## config.mk

```make
export PLATFORM = sky130hd
export DESIGN_NAME = alarm_ringer
export DESIGN_NICKNAME = d
export VERILOG_FILES = /design/src/rtl/alarm_ringer.sv
export SDC_FILE = /design/constraint.sdc
export NUM_CORES = 1
export LEC_CHECK = 0
export CAP_MARGIN = 25
export CORE_ASPECT_RATIO = 0.7
export CORE_MARGIN = 10
export CORE_UTILIZATION = 50
export CTS_BUF_LIST = sky130_fd_sc_hd__clkbuf_4 sky130_fd_sc_hd__clkbuf_8
export DETAILED_ROUTE_END_ITERATION = 10
export GPL_ROUTABILITY_DRIVEN = 0
export GPL_TIMING_DRIVEN = 0
export PLACE_DENSITY = 0.91
export SETUP_SLACK_MARGIN = 0.05
export SYNTH_ARGS = -nofsm -noshare
export SYNTH_HDL_FRONTEND = slang
export SYNTH_SLANG_ARGS = --single-unit
```

## constraint.sdc

```tcl
create_clock -name i_clk -period 3.8 [get_ports i_clk]
set_clock_uncertainty 0.2 [all_clocks]
set_input_delay 0.76 -clock i_clk [delete_from_list [all_inputs] [get_ports i_clk]]
set_output_delay 0.76 -clock i_clk [all_outputs]
set_load 0.05 [all_outputs]
```

## src/rtl/alarm_ringer.sv

```systemverilog
// Alarm ring controller: detects the rising edge of time == alarm time and runs
// the ring / snooze / timeout sequence that drives the alarm LED and status flags.
//
//   state     | meaning
//   ----------+------------------------------------------------------------
//   S_IDLE    | waiting for a fresh match of current time against alarm
//   S_RINGING | LED blinking, counting down the ring timeout
//   S_SNOOZE  | LED dark, counting down the snooze interval
module alarm_ringer #(
   parameter int RING_SEC   = 60,
   parameter int SNOOZE_SEC = 300,
   parameter int MAX_SNOOZE = 3
) (
   input  logic       i_clk,
   input  logic       i_rst,
   input  logic       i_sec_tick,
   input  logic       i_armed,
   input  logic [3:0] i_ht,
   input  logic [3:0] i_hu,
   input  logic [3:0] i_mt,
   input  logic [3:0] i_mu,
   input  logic [3:0] i_al_ht,
   input  logic [3:0] i_al_hu,
   input  logic [3:0] i_al_mt,
   input  logic [3:0] i_al_mu,
   input  logic       i_snooze,
   input  logic       i_dismiss,
   output logic       o_ring,
   output logic       o_ringing,
   output logic       o_snoozing,
   output logic [1:0] o_snooze_cnt
);

   localparam int CNT_TOP = ((RING_SEC > SNOOZE_SEC) ? RING_SEC : SNOOZE_SEC) - 1;
   localparam int CW      = (CNT_TOP < 2) ? 1 : $clog2(CNT_TOP + 1);

   localparam logic [CW-1:0] RING_LOAD   = CW'(RING_SEC - 1);
   localparam logic [CW-1:0] SNOOZE_LOAD = CW'(SNOOZE_SEC - 1);
   localparam logic [1:0]    SNZ_LIMIT   = 2'(MAX_SNOOZE);

   typedef enum logic [1:0] {
      S_IDLE    = 2'd0,
      S_RINGING = 2'd1,
      S_SNOOZE  = 2'd2
   } state_t;

   state_t          r_state;
   state_t          w_state_nxt;
   logic [CW-1:0]   r_sec_left;
   logic [CW-1:0]   w_sec_left_nxt;
   logic            r_phase;
   logic            w_phase_nxt;
   logic [1:0]      r_snooze_cnt;
   logic [1:0]      w_snooze_cnt_nxt;
   logic            r_eq_q;
   logic            r_ring;
   logic            r_ringing;
   logic            r_snoozing;

   logic            w_eq;
   logic            w_nz;
   logic            w_trigger;
   logic            w_sec_done;

   assign w_eq       = ({i_ht, i_hu, i_mt, i_mu} == {i_al_ht, i_al_hu, i_al_mt, i_al_mu});
   assign w_nz       = |{i_al_ht, i_al_hu, i_al_mt, i_al_mu};
   assign w_trigger  = w_eq & ~r_eq_q & i_armed & w_nz;
   assign w_sec_done = (r_sec_left == '0);

   // Timers count down from (interval-1); a tick seen at zero ends the interval.
   always_comb begin
      w_state_nxt      = r_state;
      w_sec_left_nxt   = r_sec_left;
      w_phase_nxt      = r_phase;
      w_snooze_cnt_nxt = r_snooze_cnt;

      case (r_state)
         S_IDLE: begin
            if (w_trigger) begin
               w_state_nxt      = S_RINGING;
               w_sec_left_nxt   = RING_LOAD;
               w_phase_nxt      = 1'b1;
               w_snooze_cnt_nxt = 2'd0;
            end
         end
         S_RINGING: begin
            if (!i_armed || i_dismiss) begin
               w_state_nxt = S_IDLE;
            end else if (i_snooze) begin
               if (r_snooze_cnt < SNZ_LIMIT) begin
                  w_state_nxt      = S_SNOOZE;
                  w_sec_left_nxt   = SNOOZE_LOAD;
                  w_snooze_cnt_nxt = r_snooze_cnt + 2'd1;
               end else begin
                  w_state_nxt = S_IDLE;
               end
            end else if (i_sec_tick) begin
               if (w_sec_done) begin
                  w_state_nxt = S_IDLE;
               end else begin
                  w_sec_left_nxt = r_sec_left - CW'(1);
                  w_phase_nxt    = ~r_phase;
               end
            end
         end
         S_SNOOZE: begin
            if (!i_armed || i_dismiss) begin
               w_state_nxt = S_IDLE;
            end else if (i_sec_tick) begin
               if (w_sec_done) begin
                  w_state_nxt    = S_RINGING;
                  w_sec_left_nxt = RING_LOAD;
                  w_phase_nxt    = 1'b1;
               end else begin
                  w_sec_left_nxt = r_sec_left - CW'(1);
               end
            end
         end
         default: begin
            w_state_nxt = S_IDLE;
         end
      endcase

      if (w_state_nxt == S_IDLE) begin
         w_sec_left_nxt   = '0;
         w_phase_nxt      = 1'b0;
         w_snooze_cnt_nxt = 2'd0;
      end
   end

   always_ff @(posedge i_clk) begin
      if (i_rst) begin
         r_state      <= S_IDLE;
         r_sec_left   <= '0;
         r_phase      <= 1'b0;
         r_snooze_cnt <= 2'd0;
         r_eq_q       <= 1'b0;
         r_ring       <= 1'b0;
         r_ringing    <= 1'b0;
         r_snoozing   <= 1'b0;
      end else begin
         r_state      <= w_state_nxt;
         r_sec_left   <= w_sec_left_nxt;
         r_phase      <= w_phase_nxt;
         r_snooze_cnt <= w_snooze_cnt_nxt;
         r_eq_q       <= w_eq;
         r_ring       <= (w_state_nxt == S_RINGING) & w_phase_nxt;
         r_ringing    <= (w_state_nxt == S_RINGING);
         r_snoozing   <= (w_state_nxt == S_SNOOZE);
      end
   end

   assign o_ring       = r_ring;
   assign o_ringing    = r_ringing;
   assign o_snoozing   = r_snoozing;
   assign o_snooze_cnt = r_snooze_cnt;

endmodule

```

# Yosys cells after proc, flatten, opt, wreduce, memory -nomap -nowiden
# Index checks and enable logic that the tools add are counted.
[op_classes]
add_sub_neg = 2
multipliers = 0
n_div = 0
order_cmp = 1
n_eq_ne = 14
shifts = 0
muxes = 35
bitwise = 6
n_reduce_logical = 11
[op_table]
columns = ["operator", "n"]
rows = [
  ["$mux W9", 9],
  ["$pmux W9 S3", 1],
  ["$mux W2", 13],
  ["$eq A16 B16 Y1", 1],
  ["$reduce_or A16 Y1", 1],
  ["$ne A2 B2 Y1 const B", 6],
  ["$logic_not A9 Y1", 1],
  ["$mux W1", 9],
  ["$ne A3 B3 Y1 const B", 3],
  ["$sub A9 B1 Y9 const B", 1],
  ["$reduce_and A8 Y1", 1],
  ["$pmux W2 S3", 1],
  ["$reduce_and A5 Y1", 1],
  ["$and A1 B1 Y1", 4],
  ["$eq A2 B1 Y1 const B", 2],
  ["$eq A2 B2 Y1 const B", 2],
  ["$logic_not A2 Y1", 2],
  ["$pmux W2 S2", 1],
  ["$pmux W1 S3", 1],
  ["$reduce_bool A3 Y1", 1],
  ["$add A2 B1 Y2 const B", 1],
  ["$lt A2 B2 Y1 const B", 1],
  ["$not A1 Y1", 2],
  ["$reduce_bool A2 Y1", 1],
  ["3 further kinds", 3],
]
[word_totals]
ff_bits = 18
latch_bits = 0
ram_bits = 0
rom_bits = 0
inputBits = 38
output_inout_bits = 5
mem_count = 0

# Longest topological paths before layout
[depth]
depth_word = 9
depth_mapped = 11
ltp_nobuf = 10

# Least setup slack after synthesis
# No wires, ideal clock.
[synth_timing]
path_kind = "input -> register"
start = "input port i_ht[2]"
end = "register r_sec_left[2]"
t_arrival_ps = 2278
required_time_ps = 3478
setup_slack_ps = 1200
stages = 8
n_path_buf = 1
cell_sequence = "xnor2_1 nand4_1 nor4_1 a21boi_1 or2_2 buf_2 o21ai_0 a21oi_1"
[synth_between]
elab_chain_len = 8
elab_cells_between_ends = 10
cone_classes = "eq/ne: 2; mux: 2; bitwise: 3; reduce/logical: 3"
[synth_rtl]
columns = ["element", "line", "rtl"]
rows = [
  ["from (decl)", "18", "input logic [3:0] i_ht,"],
  ["$eq A16 B16 Y1 *", "65", "assign w_eq = ({i_ht, i_hu, i_mt, i_mu} == {i_al_ht, i_al_hu, i_al_mt, i_al_mu});"],
  ["$and A1 B1 Y1 * (3 in series)", "67", "assign w_trigger = w_eq & ~r_eq_q & i_armed & w_nz;"],
  ["$mux W2", "79", "if (w_trigger) begin"],
  ["$pmux W2 S3", "77", "case (r_state)"],
  ["$logic_not A2 Y1", "124", "if (w_state_nxt == S_IDLE) begin"],
  ["$reduce_or A2 Y1 (no line)", "--", ""],
  ["to (signal assigned)", "143", "r_sec_left <= w_sec_left_nxt;"],
  ["to (decl)", "49", "logic [CW-1:0] r_sec_left;"],
]
# Mark *: on every way between the ends. The rest lies on a longest branch, timed or not.
# A chain may end at the register's enable or synchronous reset.

# Final worst setup path
[layout_timing]
start = "input port i_al_hu[0]"
end = "register r_sec_left[1]"
[layout_between]
elab_chain_len = 8
elab_cells_between_ends = 11
cone_classes = "eq/ne: 2; mux: 2; bitwise: 3; reduce/logical: 4"
[layout_rtl]
columns = ["element", "line", "rtl"]
rows = [
  ["from (decl)", "23", "input logic [3:0] i_al_hu,"],
  ["$eq A16 B16 Y1", "65", ""],
  ["$and A1 B1 Y1 (2 in series)", "67", ""],
  ["$and A1 B1 Y1 *", "67", ""],
  ["$mux W2", "79", ""],
  ["$pmux W2 S3", "77", ""],
  ["$logic_not A2 Y1", "124", ""],
  ["$reduce_or A2 Y1 (no line)", "--", ""],
]
# Marked as above.

==> metrics.md <==
| Metric | Value |
|---|---|
| Post-CTS Hold Buffers | `0` |
| Syn Area/Cell | `7.891 um^2` |
| Setup TNS | `0 ns` |
| Mux contribution to synthesized area | `0%` |
| First-pass GRT wire length | `7410 um` |
| DIE AREA | `0.005253 mm^2` |
| Commonest non-fill, non-tap cell in the layout | `clkdlybuf4s50_1` |
| Max Fclk | `303.3 MHz` |
| Number of flops mapped to enable cells by yosys | `0` |
| Crit-path max cell delay | `0.53 ns` |
| Fin. Hold Viols | `0` |
| CP cell instances | `clkdlybuf4s50_1 -> nor4_1 -> a41oi_1 -> a21boi_1 -> o21ai_0 -> a311o_1 -> buf_6 -> a211oi_2` |
| Setup WS pre-CTS | `0.2502 ns` |
| ANT nets after route | `0` |
| Post-cts resize count | `0` |
| Worst slew pin tran | `0.6318 ns` |
| Largest net degree at the start of global routing | `11` |
| DRC Markers | `0` |
| Leakage Power | `0.6249 nW` |
| Pwr Density | `221.3 mW/mm^2` |
| PnR worst setup slack | `0.5028 ns` |
| Critical Path Start Type | `input pin` |
| GRT overflow | `0` |
| Syn nets | `220` |
| Synth async-reset ratio | `0%` |
| GRT Overall Usage | `17.21%` |
| Post-DP HPWL | `3602 um` |
| Die Y | `63.72 um` |
| Netlist cell types | `42` |
| Max clock buf depth | `2` |
| Slowest cell on crit path | `a21boi_1` |
| VDD IR max | `0.2637 mV` |
| Root Driver | `clkbuf_8` |
| Synth Area in Simple Gates | `27.50%` |
| Critical path class | `in -> reg` |
| Top FF cell, synth | `dfxtp_1` |
| Iteration-0 DRC Markers | `234` |
| Final nets | `267` |
| Crit path time final | `3.297 ns` |
| Worst Path Required | `3.77 ns` |
| Total Power | `0.4168 mW` |
| Synthesized flop and latch total | `18` |
| Pre-antenna DRT Iters | `5` |
| Fin crit share | `86.77%` |
| CP endpoint kind | `flop` |
| Clk sink count | `18` |
| Ys Warns | `0` |
| Vias | `1,569` |
| Synth Instances | `173` |
| Largest family of logic cells by synthesized area | `simple AND/OR/NAND/NOR gates` |
| Via-to-Cell Ratio | `6.202` |
| Synth Area in Compound Gates | `22.82%` |
| Max_slew headroom | `57.49%` |
| Vias in the first global route | `1,524` |
| Commonest non-fill, non-tap cells in the layout | `42 x clkdlybuf4s50_1, 18 x dfxtp_1, 16 x a21oi_1, 16 x xnor2_1` |
| XOR/XNOR share of the synthesized area | `10.27%` |
| Antenna violations before repair | `0` |
| Die Wd | `82.45 um` |
| DRT Wirelength | `4565 um` |
| Final setup fails | `0` |
| Layout cells sized above 1 | `6.393%` |
| Postcts setup bufs | `0` |
| Crit Path Max Fanout | `10` |
| Arr. time, crit path | `3.27 ns` |
| # diodes | `0` |
| HP Class | `reg -> reg` |
| TritonCTS buffer count | `3` |
| Status | `completed` |
| Worst-path clk slew | `0.07 ns` |
| CTS tree | `yes` |
| Clock latency on the worst-skew pair | `0.26 ns` |
| Port bufs | `42` |
| Final slew viol count | `0` |
| Core area | `0.002534 mm^2` |
| Starting Density | `53.88%` |
| Mapped Area | `0.001365 mm^2` |
| FP Rows | `15` |
| Maximum Capacitance Violations | `0` |
| Synth Area in Adders | `8.249%` |
| Area Growth Syn to Fin | `37.95%` |
| Drt wl/cell | `18.04 um` |
| Unrepaired setup endpoints after global routing | `false` |
| Sequential fraction of the synthesis area | `26.40%` |
| Io pins | `43` |
| CTS H-tree depth | `1` |
-- final cells by class --
type / instances / area, um^2
Fill cell: 188 / 650.6
Sequential cell: 18 / 360.3
Multi-Input combinational cell: 142 / 939.7
Buffer: 4 / 31.28
Tap cell: 34 / 42.54
Inverter: 9 / 33.78
Timing Repair Buffer: 42 / 420.4
Clock buffer: 4 / 55.05
-- path summary, 6_finish.rpt --
path	startpoint	endpoint	slack, ns	depth (start not counted)
min reg2reg	r_sec_left[3]$_SDFFE_PP0P_	r_sec_left[3]$_SDFFE_PP0P_	0.30	2
max	i_al_hu[0]	r_sec_left[1]$_SDFFE_PP0P_	0.50	8
max reg2reg	r_state[0]$_SDFF_PP0_	r_sec_left[1]$_SDFFE_PP0P_	1.05	10
min	r_sec_left[3]$_SDFFE_PP0P_	r_sec_left[3]$_SDFFE_PP0P_	0.30	2
-- cell families after synthesis --
| family | Yosys count |
|---|---|
| simple gates | 68 |
| compound gates | 49 |
| flops | 18 |
| xor+xnor | 16 |
| buf+inv | 13 |
| fa+ha+maj | 9 |
-- Yosys cell counts (all sizes together), types with 3 or more instances --
cell | instances | area share (%)
a211oi | 5 | 3.5
a21oi | 16 | 5.9
buf | 3 | 2.0
dfxtp | 18 | 26
ha | 9 | 8.2
inv | 9 | 2.5
nand2 | 14 | 3.8
nand2b | 3 | 1.4
nand3 | 4 | 1.5
nand4 | 5 | 2.3
nor2 | 14 | 3.8
nor3 | 6 | 2.2
nor4 | 7 | 4.3
o21ai | 14 | 5.1
xnor2 | 16 | 10
-- stage by stage --
stage | cells | cell area (um^2) | hold WS (ns) | util (%)
2_1_floorplan | 173 | 1365 | 0.2561 | -
6_report | 253 | 1883 | 0.3021 | 74.32
3_5_place_dp | 249 | 1828 | 0.2887 | 72.15
3_3_place_gp | 249 | 1828 | 0.2793 | 72.15
5_1_grt | 253 | 1883 | 0.3451 | 74.32
4_1_cts | 253 | 1883 | 0.2980 | 74.32
-- flip-flops by register name (all words and copies together), names as in the netlist --
register and cells:
o_ringing 1, r_phase 1, r_sec_left 9, o_snooze_cnt 2
r_state 2, o_ring 1, r_eq_q 1, o_snoozing 1
-- critical path: cells and delay by family --
kind	cells	cell delay, ns
AOI/OAI and AO/OA	5	1.54
buffers and inverters	2	0.62
and+or+nand+nor	1	0.35
-- power breakdown --
group | switching (mW) | internal (mW) | leakage (nW)
logic | 0.0227 | 0.0472 | 0.451
clock network | 0.0664 | 0.0921 | 0.0288
registers | 0.000000625 | 0.188 | 0.145
-- per-layer routing --
metal	GRT usage, %	vias to the layer above	routed length [um]	share of wire (%)
li1	-	721	-	-
met1	22.43	711	1935	42
met2	27.13	119	2047	45
met3	4.533	18	477	10
met4	4.237	0	105	2.3
met5	0	-	0	0
(Power assumes the default switching activity.)
